$ cat src/rtl/dcache_wb_if.sv
// Bundle of the writeback engine's ctrl, data/dirty array and AXI write-channel signals.
// The engine uses the master view; the surrounding environment uses the slave view.
interface dcache_wb_if;
  logic         ctrl2wb_valid;
  logic [5:0]   ctrl2wb_index;
  logic [2:0]   ctrl2wb_way;
  logic [43:0]  ctrl2wb_tag;
  logic         wb2ctrl_ready;
  logic         wb2ctrl_err;
  logic         wb2data_array_valid;
  logic [5:0]   wb2data_array_index;
  logic [2:0]   wb2data_array_way;
  logic [1:0]   wb2data_array_offset;
  logic [127:0] data_array2wb_rdata;
  logic         wb2dirty_array_valid;
  logic [5:0]   wb2dirty_array_index;
  logic [2:0]   wb2dirty_array_way;
  logic         awvalid;
  logic         awready;
  logic [63:0]  awaddr;
  logic [3:0]   awid;
  logic [7:0]   awlen;
  logic [2:0]   awsize;
  logic [1:0]   awburst;
  logic         wvalid;
  logic         wready;
  logic [127:0] wdata;
  logic [15:0]  wstrb;
  logic         wlast;
  logic         bvalid;
  logic         bready;
  logic [1:0]   bresp;
  logic [3:0]   bid;

  modport master (
    input  ctrl2wb_valid, ctrl2wb_index, ctrl2wb_way, ctrl2wb_tag,
    output wb2ctrl_ready, wb2ctrl_err,
    output wb2data_array_valid, wb2data_array_index, wb2data_array_way, wb2data_array_offset,
    input  data_array2wb_rdata,
    output wb2dirty_array_valid, wb2dirty_array_index, wb2dirty_array_way,
    output awvalid, awaddr, awid, awlen, awsize, awburst,
    input  awready,
    output wvalid, wdata, wstrb, wlast,
    input  wready,
    input  bvalid, bresp, bid,
    output bready
  );

  modport slave (
    output ctrl2wb_valid, ctrl2wb_index, ctrl2wb_way, ctrl2wb_tag,
    input  wb2ctrl_ready, wb2ctrl_err,
    input  wb2data_array_valid, wb2data_array_index, wb2data_array_way, wb2data_array_offset,
    output data_array2wb_rdata,
    input  wb2dirty_array_valid, wb2dirty_array_index, wb2dirty_array_way,
    input  awvalid, awaddr, awid, awlen, awsize, awburst,
    output awready,
    input  wvalid, wdata, wstrb, wlast,
    output wready,
    output bvalid, bresp, bid,
    input  bready
  );
endinterface

$ cat src/rtl/dcache_wb.sv
// Dirty-victim writeback engine: reads a 64-byte line into a local buffer, writes it as one
// 4-beat AXI INCR burst, then clears the dirty bit (unless the slave reported an error).
module dcache_wb #(
  parameter logic [3:0] AXI_ID = 4'b0010
) (
  input logic        clock,
  input logic        reset,
  dcache_wb_if.master bus
);

  typedef enum logic [2:0] {IDLE, RD, AW, W, B} state_t;

  state_t       state;
  logic [2:0]   rd_cnt;
  logic [1:0]   wr_cnt;
  logic [5:0]   index_r;
  logic [2:0]   way_r;
  logic [43:0]  tag_r;
  logic [127:0] line_buf [4];

  logic         rd_valid_r;
  logic [1:0]   offset_r;
  logic         dirty_valid_r;
  logic         ready_r;
  logic         err_r;
  logic         awvalid_r;
  logic         wvalid_r;
  logic [127:0] wdata_r;
  logic         wlast_r;
  logic         bready_r;

  // Every handshake output is a register loaded with the value for the state being entered.
  always_ff @(posedge clock) begin
    if (!reset) begin
      state         <= IDLE;
      rd_cnt        <= 3'd0;
      wr_cnt        <= 2'd0;
      index_r       <= 6'd0;
      way_r         <= 3'd0;
      tag_r         <= 44'd0;
      rd_valid_r    <= 1'b0;
      offset_r      <= 2'd0;
      dirty_valid_r <= 1'b0;
      ready_r       <= 1'b0;
      err_r         <= 1'b0;
      awvalid_r     <= 1'b0;
      wvalid_r      <= 1'b0;
      wdata_r       <= 128'd0;
      wlast_r       <= 1'b0;
      bready_r      <= 1'b0;
    end else begin
      dirty_valid_r <= 1'b0;
      ready_r       <= 1'b0;
      err_r         <= 1'b0;
      case (state)
        IDLE: begin
          if (bus.ctrl2wb_valid) begin
            index_r    <= bus.ctrl2wb_index;
            way_r      <= bus.ctrl2wb_way;
            tag_r      <= bus.ctrl2wb_tag;
            rd_cnt     <= 3'd0;
            rd_valid_r <= 1'b1;
            offset_r   <= 2'd0;
            state      <= RD;
          end
        end
        RD: begin
          // Array data lags its request by one cycle, so beat rd_cnt-1 lands now.
          if (rd_cnt != 3'd0) begin
            line_buf[rd_cnt[1:0] - 2'd1] <= bus.data_array2wb_rdata;
          end
          if (rd_cnt == 3'd4) begin
            awvalid_r <= 1'b1;
            state     <= AW;
          end else begin
            rd_cnt     <= rd_cnt + 3'd1;
            rd_valid_r <= (rd_cnt < 3'd3);
            offset_r   <= rd_cnt[1:0] + 2'd1;
          end
        end
        AW: begin
          if (bus.awready) begin
            awvalid_r <= 1'b0;
            wvalid_r  <= 1'b1;
            wr_cnt    <= 2'd0;
            wdata_r   <= line_buf[0];
            wlast_r   <= 1'b0;
            state     <= W;
          end
        end
        W: begin
          if (bus.wready) begin
            if (wr_cnt == 2'd3) begin
              wvalid_r <= 1'b0;
              wlast_r  <= 1'b0;
              bready_r <= 1'b1;
              state    <= B;
            end else begin
              wr_cnt  <= wr_cnt + 2'd1;
              wdata_r <= line_buf[wr_cnt + 2'd1];
              wlast_r <= (wr_cnt == 2'd2);
            end
          end
        end
        B: begin
          // Responses for other IDs belong to someone else; keep waiting.
          if (bus.bvalid && (bus.bid == AXI_ID)) begin
            bready_r      <= 1'b0;
            ready_r       <= 1'b1;
            err_r         <= bus.bresp[1];
            dirty_valid_r <= ~bus.bresp[1];
            state         <= IDLE;
          end
        end
        default: begin
          state <= IDLE;
        end
      endcase
    end
  end

  assign bus.wb2ctrl_ready        = ready_r;
  assign bus.wb2ctrl_err          = err_r;
  assign bus.wb2data_array_valid  = rd_valid_r;
  assign bus.wb2data_array_index  = index_r;
  assign bus.wb2data_array_way    = way_r;
  assign bus.wb2data_array_offset = offset_r;
  assign bus.wb2dirty_array_valid = dirty_valid_r;
  assign bus.wb2dirty_array_index = index_r;
  assign bus.wb2dirty_array_way   = way_r;
  assign bus.awvalid              = awvalid_r;
  assign bus.awaddr               = {8'h00, tag_r, index_r, 6'h00};
  assign bus.awid                 = AXI_ID;
  assign bus.awlen                = 8'd3;
  assign bus.awsize               = 3'b100;
  assign bus.awburst              = 2'b01;
  assign bus.wvalid               = wvalid_r;
  assign bus.wdata                = wdata_r;
  assign bus.wstrb                = 16'hFFFF;
  assign bus.wlast                = wlast_r;
  assign bus.bready               = bready_r;

endmodule

$ cat src/flat_wrapper.sv
// flat-port wrapper written by rule: the top's interface ports become plain ports
module dcache_wb_flat 
#(
  parameter logic [3:0] AXI_ID = 4'b0010
)
  (clock, reset, bus_ctrl2wb_valid, bus_ctrl2wb_index, bus_ctrl2wb_way, bus_ctrl2wb_tag, bus_wb2ctrl_ready, bus_wb2ctrl_err, bus_wb2data_array_valid, bus_wb2data_array_index, bus_wb2data_array_way, bus_wb2data_array_offset, bus_data_array2wb_rdata, bus_wb2dirty_array_valid, bus_wb2dirty_array_index, bus_wb2dirty_array_way, bus_awvalid, bus_awaddr, bus_awid, bus_awlen, bus_awsize, bus_awburst, bus_awready, bus_wvalid, bus_wdata, bus_wstrb, bus_wlast, bus_wready, bus_bvalid, bus_bresp, bus_bid, bus_bready);
  dcache_wb_if bus_i ();
  input logic clock;
  input logic reset;
  input wire logic [$bits(bus_i.ctrl2wb_valid)-1:0] bus_ctrl2wb_valid;
  input wire logic [$bits(bus_i.ctrl2wb_index)-1:0] bus_ctrl2wb_index;
  input wire logic [$bits(bus_i.ctrl2wb_way)-1:0] bus_ctrl2wb_way;
  input wire logic [$bits(bus_i.ctrl2wb_tag)-1:0] bus_ctrl2wb_tag;
  output wire logic [$bits(bus_i.wb2ctrl_ready)-1:0] bus_wb2ctrl_ready;
  output wire logic [$bits(bus_i.wb2ctrl_err)-1:0] bus_wb2ctrl_err;
  output wire logic [$bits(bus_i.wb2data_array_valid)-1:0] bus_wb2data_array_valid;
  output wire logic [$bits(bus_i.wb2data_array_index)-1:0] bus_wb2data_array_index;
  output wire logic [$bits(bus_i.wb2data_array_way)-1:0] bus_wb2data_array_way;
  output wire logic [$bits(bus_i.wb2data_array_offset)-1:0] bus_wb2data_array_offset;
  input wire logic [$bits(bus_i.data_array2wb_rdata)-1:0] bus_data_array2wb_rdata;
  output wire logic [$bits(bus_i.wb2dirty_array_valid)-1:0] bus_wb2dirty_array_valid;
  output wire logic [$bits(bus_i.wb2dirty_array_index)-1:0] bus_wb2dirty_array_index;
  output wire logic [$bits(bus_i.wb2dirty_array_way)-1:0] bus_wb2dirty_array_way;
  output wire logic [$bits(bus_i.awvalid)-1:0] bus_awvalid;
  output wire logic [$bits(bus_i.awaddr)-1:0] bus_awaddr;
  output wire logic [$bits(bus_i.awid)-1:0] bus_awid;
  output wire logic [$bits(bus_i.awlen)-1:0] bus_awlen;
  output wire logic [$bits(bus_i.awsize)-1:0] bus_awsize;
  output wire logic [$bits(bus_i.awburst)-1:0] bus_awburst;
  input wire logic [$bits(bus_i.awready)-1:0] bus_awready;
  output wire logic [$bits(bus_i.wvalid)-1:0] bus_wvalid;
  output wire logic [$bits(bus_i.wdata)-1:0] bus_wdata;
  output wire logic [$bits(bus_i.wstrb)-1:0] bus_wstrb;
  output wire logic [$bits(bus_i.wlast)-1:0] bus_wlast;
  input wire logic [$bits(bus_i.wready)-1:0] bus_wready;
  input wire logic [$bits(bus_i.bvalid)-1:0] bus_bvalid;
  input wire logic [$bits(bus_i.bresp)-1:0] bus_bresp;
  input wire logic [$bits(bus_i.bid)-1:0] bus_bid;
  output wire logic [$bits(bus_i.bready)-1:0] bus_bready;
  assign bus_i.ctrl2wb_valid = bus_ctrl2wb_valid;
  assign bus_i.ctrl2wb_index = bus_ctrl2wb_index;
  assign bus_i.ctrl2wb_way = bus_ctrl2wb_way;
  assign bus_i.ctrl2wb_tag = bus_ctrl2wb_tag;
  assign bus_wb2ctrl_ready = bus_i.wb2ctrl_ready;
  assign bus_wb2ctrl_err = bus_i.wb2ctrl_err;
  assign bus_wb2data_array_valid = bus_i.wb2data_array_valid;
  assign bus_wb2data_array_index = bus_i.wb2data_array_index;
  assign bus_wb2data_array_way = bus_i.wb2data_array_way;
  assign bus_wb2data_array_offset = bus_i.wb2data_array_offset;
  assign bus_i.data_array2wb_rdata = bus_data_array2wb_rdata;
  assign bus_wb2dirty_array_valid = bus_i.wb2dirty_array_valid;
  assign bus_wb2dirty_array_index = bus_i.wb2dirty_array_index;
  assign bus_wb2dirty_array_way = bus_i.wb2dirty_array_way;
  assign bus_awvalid = bus_i.awvalid;
  assign bus_awaddr = bus_i.awaddr;
  assign bus_awid = bus_i.awid;
  assign bus_awlen = bus_i.awlen;
  assign bus_awsize = bus_i.awsize;
  assign bus_awburst = bus_i.awburst;
  assign bus_i.awready = bus_awready;
  assign bus_wvalid = bus_i.wvalid;
  assign bus_wdata = bus_i.wdata;
  assign bus_wstrb = bus_i.wstrb;
  assign bus_wlast = bus_i.wlast;
  assign bus_i.wready = bus_wready;
  assign bus_i.bvalid = bus_bvalid;
  assign bus_i.bresp = bus_bresp;
  assign bus_i.bid = bus_bid;
  assign bus_bready = bus_i.bready;
  dcache_wb #(.AXI_ID(AXI_ID)) u_core (.clock(clock), .reset(reset), .bus(bus_i));
endmodule
$ cat config.mk
export PLATFORM = sky130hd
export DESIGN_NAME = dcache_wb_flat
export DESIGN_NICKNAME = d
export VERILOG_FILES = /design/src/rtl/dcache_wb_if.sv /design/src/rtl/dcache_wb.sv /design/src/flat_wrapper.sv
export SDC_FILE = /design/constraint.sdc
export NUM_CORES = 1
export LEC_CHECK = 0
export CAP_MARGIN = 0
export CORE_UTILIZATION = 53
export DETAILED_ROUTE_END_ITERATION = 6
export GPL_TIMING_DRIVEN = 0
export PLACE_DENSITY = 0.77
export SYNTH_ARGS = -nofsm -noshare
export SYNTH_HDL_FRONTEND = slang
export SYNTH_SLANG_ARGS = --single-unit
export TNS_END_PERCENT = 10
$ cat constraint.sdc
create_clock -name clock -period 10.15 [get_ports clock]
set_input_delay 1.015 -clock clock [delete_from_list [all_inputs] [get_ports clock]]
set_output_delay 1.015 -clock clock [all_outputs]
set_load 0.02 [all_outputs]
==> results.md <==
* Worst setup EP type: flip-flop
* Reg2Reg Depth at 10
* Seq cells post-synth at 709
* Type of the worst min-delay path: flip-flop to flip-flop
* Worst-skew pair later-pin latency at 610 ps
* Final hold violation count at 0
* Initial antenna violation count at 7
* Worst EP required at 10460 ps
* Mapped Cells at 1800
* Sequential fraction of design power at 0.527
* Area growth syn-to-layout at 27.4%
* Worst-Margin Slew at 1100 ps
* Initial Utilization at 0.542
* Slew Viols, Final at 0
* Die width at 229 µm
* Hold path endpoint: u_core.tag_r[8]
* Top delay family on crit path: buffers and inverters
* Detailed Routing Iterations Pass 1 at 5
* Gr busiest metal: met2
* RSZ-0062 raised after global routing: false
* H-tree levels at 3
* Leak at 11.6 nW
* Wirelength per Cell at 23.8 µm
* Crit-path max FO at 24
* Largest net degree at the start of global routing at 58
* CTS root buffer: clkbuf_16
* Worst slack at placement at 6330 ps
* Met1 Use GR at 0.322
* Layout cells sized above 1 at 0.146
* EDFF count, synth at 512
* Switching Fraction at 0.202
* Worst Clk Skew at 18.6 ps
* VDD IR max at 0.000151 V
* Ordered cell list for the critical path: buf_2, clkbuf_1, nand2_1, nor2_4, buf_12, buf_12
* Boundary pin count at 446
* Yosys top cell area share at 0.561
* CTS buffer count at 71
* Final setup viols at 0
* Largest area contributor in the netlist: edfxtp_1
* MaxCap Viol Count at 0
* Routability congestion estimate at 0.872
* All-Layer GR Usage at 0.277
* WP data arrival at 3450 ps
* Setup ws final at 7010 ps
* Asr flop ratio synth at 0
* CTS tree: done
* Iter 0 DRT Violations at 1224
* Mapped Avg Cell Area at 15.2 µm²
* Power Internal at 4.73 mW
* Via count at 17800
* Post-Route WL at 72700 µm
* WHS Path Cells at 2
* Bufs on Longest Clock Path at 3
* Most common cell in the netlist: edfxtp_1
* Post-synthesis sequential area ratio at 0.705
* Yosys warns at 0
* Vias/cell at 5.82
* # DRC at 0
* Combinational share of power at 0.042
* Worst hold start: u_core.tag_r[8]
* Die Y at 229 µm
* I/O Buffers at 396
* Vias in the first global route at 18700
* CP startpoint kind: input port
* HPWL Detailed at 48200 µm
* Final Cycle Share at 0.310
* Setup Buffers After CTS at 0
* Overall die area at 0.0526 mm²
* Clock Pin Slew Worst Setup and Hold Paths at 50 ps
* Total congestion overflow at 0
* Clock tree sinks at 709
* Hold Buf Count CTS at 0
* Met2 Track Usage GR at 0.490
* Status: complete, no violations
* Reg2reg end: u_core.bus.wdata[23]
* Net load switching power at 1.20 mW
* Synth cell count leaders: edfxtp_1 (512), nand2_1 (300), dfxtp_1 (197)
* Synthesized area at 0.0274 mm²
* First-pass GRT wire length at 110000 µm
* Met3 Usage GRT at 0.0792
* Cell row count at 82
* Cell variety after synth at 46
* Final nets at 2525
* Post-route ant nets at 0
* DP Cell Count at 2924
* FMAX at 0.318 GHz
* Part of the power in the clock network at 0.430
* Setup CP Type: input port to flip-flop
* Synth top area cells: edfxtp_1 (56%), dfxtp_1 (14%), mux4_2 (4.4%)
* Total core area at 0.0506 mm²
* # resized after CTS at 0
* CP max stage cell: nor2_4
* Buf/Inv on CP at 4
* Rel. slew slack at 0.254
* Fin crit period at 3140 ps
* CP most frequent cell: buf_12
* Largest stage delay on the critical path at 740 ps
* Non-filler cells, final at 3056
* PwrDens at 170 mW/mm²
* Dominant synthesized flop cell: edfxtp_1
* Worst R2R Setup Slack at 7290 ps
* Worst r2r src: u_core.wr_cnt[0]
## per-stage QoR
| step | TNS [ps] | utilization | area (µm²) | total power [mW] | hold slack, ps |
|---|---|---|---|---|---|
| 2_1_floorplan | 0 | - | 27600 | 3.29 | 514 |
| 3_3_place_gp | -307120 | 0.640 | 32400 | 3.43 | 440 |
| 3_5_place_dp | 0 | 0.646 | 32700 | 3.44 | 446 |
| 4_1_cts | 0 | 0.691 | 34900 | 5.95 | 454 |
| 5_1_grt | 0 | 0.691 | 34900 | 6.08 | 469 |
| 6_report | 0 | 0.691 | 34900 | 5.93 | 451 |
## state kept, by name, indices dropped and copies added (netlist names), 2 cells and up
register,count
u_core.line_buf,512
u_core.bus.wdata,128
u_core.tag_r,44
u_core.bus.wb2data_array_index,6
u_core.bus.wb2data_array_way,3
u_core.state,3
u_core.rd_cnt,2
u_core.wr_cnt,2
## placed cells by master, fill, tap and decap left out, types with 4 or more instances in the layout
cell and instances:
edfxtp_1 512, clkdlybuf4s50_1 396, nand2_1 300, dfxtp_1 197
o32ai_1 120, clkbuf_1 85, mux2i_1 77, o2bb2ai_1 74
clkbuf_16 73, buf_4 69, o21ai_0 59, a31oi_1 53
mux4_2 53, a21boi_1 51, conb_1 47, buf_2 42
buf_6 28, o32ai_2 28, clkbuf_8 10, clkinv_2 8
a21oi_1 7, ha_1 7, buf_16 7, nor2b_1 6
a21boi_0 6, inv_1 5, nand2b_1 4, nand3_1 4
clkbuf_2 4, inv_6 4, clkinv_1 4, buf_12 4
## cells by family (layout without fill, tap and decap cells)
group,after synthesis,in the layout,share of synthesized area
flops,709,709,0.705
compound gates,403,403,0.120
simple gates,342,342,0.0521
buf+inv,206,744,0.0474
mux,130,130,0.0717
fa+ha+maj,7,7,0.00320
other cells,2,48,0.000274
xor+xnor,1,1,0.000320
## cell type report
cell class / instances / area [µm²]
Inverter: 6 / 22.5
Tap cell: 672 / 841
Fill cell: 3414 / 15700
Timing Repair Buffer: 407 / 4240
Buffer: 200 / 1280
Antenna cell: 1 / 2.50
Multi-Input combinational cell: 930 / 6980
Clock buffer: 112 / 2080
Sequential cell: 709 / 19300
Clock inverter: 19 / 180
## power groups by stage
stage | Clock [mW] | Combinational (mW) | Sequential [mW]
finish | 2.55 | 0.251 | 3.12
global route | 2.69 | 0.268 | 3.12
CTS | 2.58 | 0.251 | 3.12
detailed placement | 0 | 0.249 | 3.19
global placement | 0 | 0.244 | 3.19
floorplan | 0 | 0.0840 | 3.20
## layer usage
metal | part of all wire | vias up
met3 | 0.080 | 141
met4 | 0.025 | 12
met2 | 0.52 | 755
met5 | 0.0011 | -
met1 | 0.37 | 8962
li1 | - | 7928
## how the worst max path moves through the flow
stage / from / endpoint / slack [ps] / depth (start not counted)
global route: reset / u_core.line_buf[3][60] / 6920 / 6
global placement: reset / u_core.line_buf[3][44] / -2420 / 4
CTS: reset / u_core.line_buf[3][70] / 6970 / 6
finish: reset / u_core.line_buf[3][36] / 7010 / 6
floorplan: reset / u_core.line_buf[3][0] / 2680 / 4
detailed placement: reset / u_core.line_buf[3][49] / 6330 / 6
## worst register-to-register path, cell delays in order, from the launching register on
cell and delay [ps]:
dfxtp_1 340, buf_2 260, buf_6 230, inv_1 90, ha_1 290, buf_2 210, nand2_1 150, buf_2 340
buf_2 320, o32ai_1 170, o32ai_1 330
(Power assumes the default switching activity.)
